===== src/rtl/stream_pkg.sv =====
// Shared definitions for the stream selector: FSM encoding and arbitration modes.
package stream_pkg;

    typedef enum logic {
        ST_IDLE   = 1'b0,
        ST_LOCKED = 1'b1
    } state_t;

    localparam int ARB_FIXED = 0;
    localparam int ARB_RR    = 1;

endpackage


===== src/rtl/rr_arbiter.sv =====
// Combinational arbiter: fixed priority (lowest index) or round-robin from ptr.
module rr_arbiter
    import stream_pkg::*;
#(
    parameter int N     = 4,
    parameter int SEL_W = (N > 1) ? $clog2(N) : 1,
    parameter int MODE  = ARB_FIXED
) (
    input  logic [N-1:0]     req,
    input  logic [SEL_W-1:0] ptr,
    output logic [N-1:0]     grant,
    output logic [SEL_W-1:0] idx,
    output logic             any
);

    // Search upward from the start index, wrapping; first requester wins.
    always_comb begin
        int start;
        int j;
        grant = '0;
        idx   = '0;
        any   = 1'b0;
        start = (MODE == ARB_RR) ? int'(ptr) : 0;
        for (int off = 0; off < N; off++) begin
            j = (start + off) % N;
            if (!any && req[j]) begin
                any      = 1'b1;
                idx      = SEL_W'(j);
                grant[j] = 1'b1;
            end
        end
    end

endmodule


===== src/rtl/stream_sel_mux.sv =====
// N-channel registered stream selector with packet locking, forced select
// and fixed-priority or round-robin arbitration.
module stream_sel_mux
    import stream_pkg::*;
#(
    parameter int WIDTH = 32,
    parameter int N     = 4,
    parameter int SEL_W = (N > 1) ? $clog2(N) : 1,
    parameter int MODE  = ARB_FIXED
) (
    input  logic               clk,
    input  logic               rst_n,
    input  logic [N*WIDTH-1:0] in_data,
    input  logic [N-1:0]       in_valid,
    input  logic [N-1:0]       in_last,
    output logic [N-1:0]       in_ready,
    input  logic               force_en,
    input  logic [SEL_W-1:0]   force_sel,
    output logic [WIDTH-1:0]   out_data,
    output logic               out_valid,
    output logic               out_last,
    output logic [SEL_W-1:0]   out_sel,
    input  logic               out_ready
);

    state_t             state, state_nxt;
    logic [SEL_W-1:0]   lock_ch;
    logic [SEL_W-1:0]   rr_ptr;
    logic [SEL_W-1:0]   g;
    logic [N-1:0]       arb_grant;
    logic [SEL_W-1:0]   arb_idx;
    logic               arb_any;
    logic               grant_valid;
    logic               accept;
    logic               take;
    logic               last_g;
    logic [WIDTH-1:0]   data_g;
    logic [N-1:0]       onehot_g;

    rr_arbiter #(
        .N     (N),
        .SEL_W (SEL_W),
        .MODE  (MODE)
    ) u_arb (
        .req   (in_valid),
        .ptr   (rr_ptr),
        .grant (arb_grant),
        .idx   (arb_idx),
        .any   (arb_any)
    );

    // Pick the candidate channel; an out-of-range force index matches nothing.
    always_comb begin
        grant_valid = 1'b0;
        last_g      = 1'b0;
        data_g      = '0;
        onehot_g    = '0;
        if (state == ST_LOCKED)
            g = lock_ch;
        else if (force_en)
            g = force_sel;
        else
            g = arb_idx;
        for (int i = 0; i < N; i++) begin
            if (g == SEL_W'(i)) begin
                grant_valid = in_valid[i];
                last_g      = in_last[i];
                data_g      = in_data[i*WIDTH +: WIDTH];
                onehot_g[i] = 1'b1;
            end
        end
        if (state == ST_IDLE && !force_en) begin
            grant_valid = arb_any;
            onehot_g    = arb_grant;
        end
        accept = !out_valid || out_ready;
        take   = accept && grant_valid;
    end

    // FSM state register; reset drops any packet lock.
    always_ff @(posedge clk) begin
        if (!rst_n) begin
            state   <= ST_IDLE;
            lock_ch <= '0;
        end else begin
            state <= state_nxt;
            if (take && !last_g)
                lock_ch <= g;
        end
    end

    // Lock on a non-last beat, release on a last beat.
    always_comb begin
        state_nxt = state;
        if (take)
            state_nxt = last_g ? ST_IDLE : ST_LOCKED;
    end

    // Ready goes to the granted channel only when the output can take a beat.
    always_comb begin
        in_ready = take ? onehot_g : '0;
    end

    // Round-robin pointer moves past the winner at the end of each packet.
    always_ff @(posedge clk) begin
        if (!rst_n)
            rr_ptr <= '0;
        else if (MODE == ARB_RR && take && last_g)
            rr_ptr <= (g == SEL_W'(N-1)) ? '0 : g + 1'b1;
    end

    // Output register: load on accept, clear valid when drained, else hold.
    always_ff @(posedge clk) begin
        if (!rst_n) begin
            out_valid <= 1'b0;
            out_data  <= '0;
            out_last  <= 1'b0;
            out_sel   <= '0;
        end else if (take) begin
            out_valid <= 1'b1;
            out_data  <= data_g;
            out_last  <= last_g;
            out_sel   <= g;
        end else if (out_ready) begin
            out_valid <= 1'b0;
        end
    end

endmodule


===== config.mk =====
export PLATFORM = sky130hd
export DESIGN_NAME = stream_sel_mux
export DESIGN_NICKNAME = d
export VERILOG_FILES = /design/src/rtl/stream_pkg.sv /design/src/rtl/rr_arbiter.sv /design/src/rtl/stream_sel_mux.sv
export SDC_FILE = /design/constraint.sdc
export NUM_CORES = 1
export LEC_CHECK = 0
export BUFFER_PORTS_ARGS = -buffer_cell sky130_fd_sc_hd__buf_2
export CAP_MARGIN = 20
export CORE_ASPECT_RATIO = 0.5
export CORE_MARGIN = 4
export CORE_UTILIZATION = 30
export CTS_BUF_LIST = sky130_fd_sc_hd__clkbuf_16
export DETAILED_ROUTE_END_ITERATION = 12
export GPL_TIMING_DRIVEN = 0
export PLACE_DENSITY = 0.7
export SLEW_MARGIN = 5
export SYNTH_ARGS = -nofsm -noshare
export SYNTH_HDL_FRONTEND = slang
export SYNTH_SLANG_ARGS = --single-unit

===== constraint.sdc =====
create_clock -name clk -period 2.29 [get_ports clk]
set_clock_uncertainty 0.1 [all_clocks]
set_input_delay 0.3435 -clock clk [delete_from_list [all_inputs] [get_ports clk]]
set_output_delay 0.3435 -clock clk [all_outputs]
set_load 0.01 [all_outputs]

==> results.txt <==
The signal arrival time at the worst endpoint is 2260 ps. The maximum fanout along the worst path came out at 6. The area taken by flip-flops and latches is 782 sq um. The placement-stage cell area came out at 3830 sq um. The number of buffers on the longest clock path is 2. The worst hold path begins at out_ready. The worst setup path is captured at an output port.

The top flip-flop cell by instance count after synthesis is sky130_fd_sc_hd__dfxtp_1. The final reports fail on setup timing. The critical path class is reg2out. Synthesis produced a netlist with a net count of 507.

The initial DRC count came out at 236. The share of cells above drive strength 1 is 42.1%. Using the TritonRoute via totals, the vias-per-cell ratio works out to 5.19. The part of the Yosys area used for sequential elements came out at 28.8%. After global routing the overflow that remains totals 0. The fraction of post-synthesis cell area in the top cell type by area is 28.8%. The setup slack of the critical path after layout is -416 ps. The die covers 10700 sq um. The total number of nets in the final design came out at 699. The worst slew slack as a fraction of its limit is 68.3%.

Measured along the y axis, the die boundary spans 75.2 um. The final HPWL from detailed placement came out at 8450 um. The beginning of the worst register-to-register path is state$_SDFFE_PN0P_. The multi-input gate area in the final layout came out at 1830 sq um. By area the synthesized netlist is led by sky130_fd_sc_hd__dfxtp_1 29%, sky130_fd_sc_hd__nand2_1 15%, sky130_fd_sc_hd__a311o_1 12%, sky130_fd_sc_hd__a211oi_1 8.9%, sky130_fd_sc_hd__and3_1 8.1%.

In the synthesized netlist the async set-or-reset flop fraction comes to 0%. The final number of hold-violating endpoints came out at 0. The tree is rooted in a sky130_fd_sc_hd__clkbuf_16. The number of setup violations in the final report is 40. The post-route clock period utilization is 118%. The slowest stage of the critical path is the sky130_fd_sc_hd__or4_4 cell.

The register bit count reported by yosys came out at 39. The cell count after placement is 662. The routed via count is 3495. The horizontal die dimension is 142 um. The number of placed I/O pins is 182. The highest cell delay on the worst timing path came out at 430 ps. sky130_fd_sc_hd__nand2_1 is the most common cell in the netlist.

For the pin with the worst max-slew slack, the measured transition is 476 ps. The global placer's final weighted congestion is 0.860. The number of synthesized flops with an enable pin is 0. The final routed wire length divided by cell count is 16.1 um. The placeable core region came out at 8740 sq um.

The pin count of the biggest net entering global routing came out at 11. The global-route usage over all layers is 18.8%. The number of inserted filler cells in the final layout came out at 896. Setup repair after global routing could not meet its margin everywhere. The via count of the first global-routing pass is 3190.

The run finished, with violations left. The CTS buffer count came out at 5. The initial antenna violation count is 0. The signed area change from the synthesized netlist to the final layout is 50.5%.

The distinct cell type count of the synthesized netlist came out at 36. The cell count after synthesis came out at 365. The post-detailed-route DRC marker count came out at 0.

The detailed router put a total of 4720 um of wire on met1. For the worst setup path, the data required time is 1850 ps. The count of maximum capacitance violations is 0. The worst supply voltage drop on vdd is 0.000437 V. The first-pass GRT wire length is 16000 um. The critical path goes through or4_4 > o211a_4 > o311ai_4 > nand3_2 > buf_8 > clkbuf_16 > nor3_4 > buf_2. The worst setup path is launched from a flop. The post-layout instance count excluding filler cells came out at 673. For this configuration, the core starts out at a cell density of 31.0%. In the detailed route, the total length drawn on met3 is 488 um. Total power for the finished layout comes to 3.99 mW.

The most critical setup path has its startpoint at state$_SDFFE_PN0P_. The leakage power figure is 2.00 nW. Clock-pin slew was measured on the worst setup and hold paths at 60 ps. The number of detailed-route iterations in the first pass came out at 4. The time the worst path needs with I/O delays and setup is 2710 ps. Static timing analysis puts the maximum clock frequency at 369 MHz. The depth of the CTS H-tree is 2. The count of pins over their slew limit came out at 0. The antenna diode instance count is 0. TritonCTS built the clock tree. The final antenna-violating net count came out at 0. The post-layout instance area is 4080 sq um. The total met2 wirelength after detailed routing came out at 5520 um. The commonest cells after synthesis are 105 x sky130_fd_sc_hd__nand2_1, 39 x sky130_fd_sc_hd__dfxtp_1, 35 x sky130_fd_sc_hd__and3_1.

The latest clock arrival within the worst-skew pair is 280 ps. The port buffer count came out at 180. The number of warnings reported in the yosys synthesis log came out at 0.

The worst hold path belongs to the class in2reg. The total wirelength of the detailed-routed design came out at 10800 um. The number of placement rows is 24. The synthesized netlist occupies a cell area of 2710 sq um.

The top routing layer in use is met4. The number of sinks handled by clock tree synthesis came out at 39. The largest total area in the synthesized netlist belongs to sky130_fd_sc_hd__dfxtp_1. For this design the ratio of total power to cell area is 977 nW/um^2. The synthesized area per cell is 7.43 sq um.
## through the flow
stage | utilization, % | setup slack [ps] | setup TNS, ps | hold slack [ps]
3_3_place_gp | 43.8 | -716 | -23130 | 338
5_1_grt | 46.7 | -497 | -8010 | 345
6_report | 46.7 | -416 | -4740 | 312
4_1_cts | 46.3 | -455 | -6510 | 296
2_1_floorplan | - | -140 | -618 | 379
3_5_place_dp | 43.8 | -715 | -23880 | 342
## power breakdown
group          switching [mW]  internal (mW)  leakage (nW)
sequential              0.109          0.899         0.322
clock                   0.255          0.387        0.0669
combinational            1.30           1.04          1.61
## metal layers
layer	global-route usage [%]	vias to the layer above
li1	-	1724
met1	24.2	1668
met2	34.6	92
met3	2.92	11
met4	2.53	0
met5	0	-
## area by class of cell
type | instances | area share (%)
multi-input combinational | 284 | 44.7
timing repair buffer | 187 | 23.4
sequential | 39 | 19.2
buffer | 37 | 5.70
tap | 117 | 3.59
clock buffer | 5 | 3.07
inverter | 3 | 0.276
clock inverter | 1 | 0.0920
## worst max-delay path, delay by kind of cell, from the launching register on
family                 cells  cell delay, ps
and+or+nand+nor            3             690
AOI/OAI and AO/OA          2             520
DFF                        1             330
buffers and inverters      3             450
## path summary, 6_finish.rpt
check | cells past startpoint | slack (ps) | end
max reg2reg | 9 | -200 | out_data[23]$_SDFFE_PN0P_
max | 8 | -420 | in_ready[1]
min | 4 | 310 | out_valid$_SDFFE_PN0P_
min reg2reg | 2 | 350 | out_data[2]$_SDFFE_PN0P_
## registers in the layout (all words and copies together) (netlist names)
register,count
out_valid,1
lock_ch,2
out_data,32
out_last,1
state,1
out_sel,2
## layout by cell type (no fill, tap or decap), types with 2 or more instances in the layout
master / instances
sky130_fd_sc_hd__buf_2: 182
sky130_fd_sc_hd__nand2_1: 104
sky130_fd_sc_hd__dfxtp_1: 38
sky130_fd_sc_hd__and3_1: 35
sky130_fd_sc_hd__a211oi_1: 32
sky130_fd_sc_hd__a311o_1: 32
sky130_fd_sc_hd__a21boi_1: 29
sky130_fd_sc_hd__clkbuf_2: 14
sky130_fd_sc_hd__clkbuf_1: 11
sky130_fd_sc_hd__buf_4: 9
sky130_fd_sc_hd__clkbuf_16: 6
sky130_fd_sc_hd__a21boi_0: 5
sky130_fd_sc_hd__inv_1: 4
sky130_fd_sc_hd__nor2b_1: 4
sky130_fd_sc_hd__a21oi_1: 4
sky130_fd_sc_hd__mux2i_1: 4
sky130_fd_sc_hd__nor2_1: 3
sky130_fd_sc_hd__clkbuf_4: 3
sky130_fd_sc_hd__buf_6: 3
sky130_fd_sc_hd__nor3_4: 3
sky130_fd_sc_hd__nand3b_1: 2
sky130_fd_sc_hd__nand2b_1: 2
sky130_fd_sc_hd__or3_1: 2
sky130_fd_sc_hd__a211o_1: 2
sky130_fd_sc_hd__o221a_2: 2
## timing repair
item | CTS | global route
hold buffers | 0 | 0
buffers inserted | 7 | 0
pin swaps | 7 | 2
setup endpoints to repair | 42 | 42
resized for setup | 28 | 34
## cells by family (layout without fill, tap and decap cells)
group / after synthesis / in the layout / synth area share (%)
AO/OA/AOI/OAI: 116 / 116 / 35.3
buffers and inverters: 42 / 233 / 6.60
flip-flops: 39 / 39 / 28.8
AND/OR/NAND/NOR: 164 / 164 / 27.8
multiplexers: 4 / 4 / 1.48
Power figures use the tool's default switching activity.
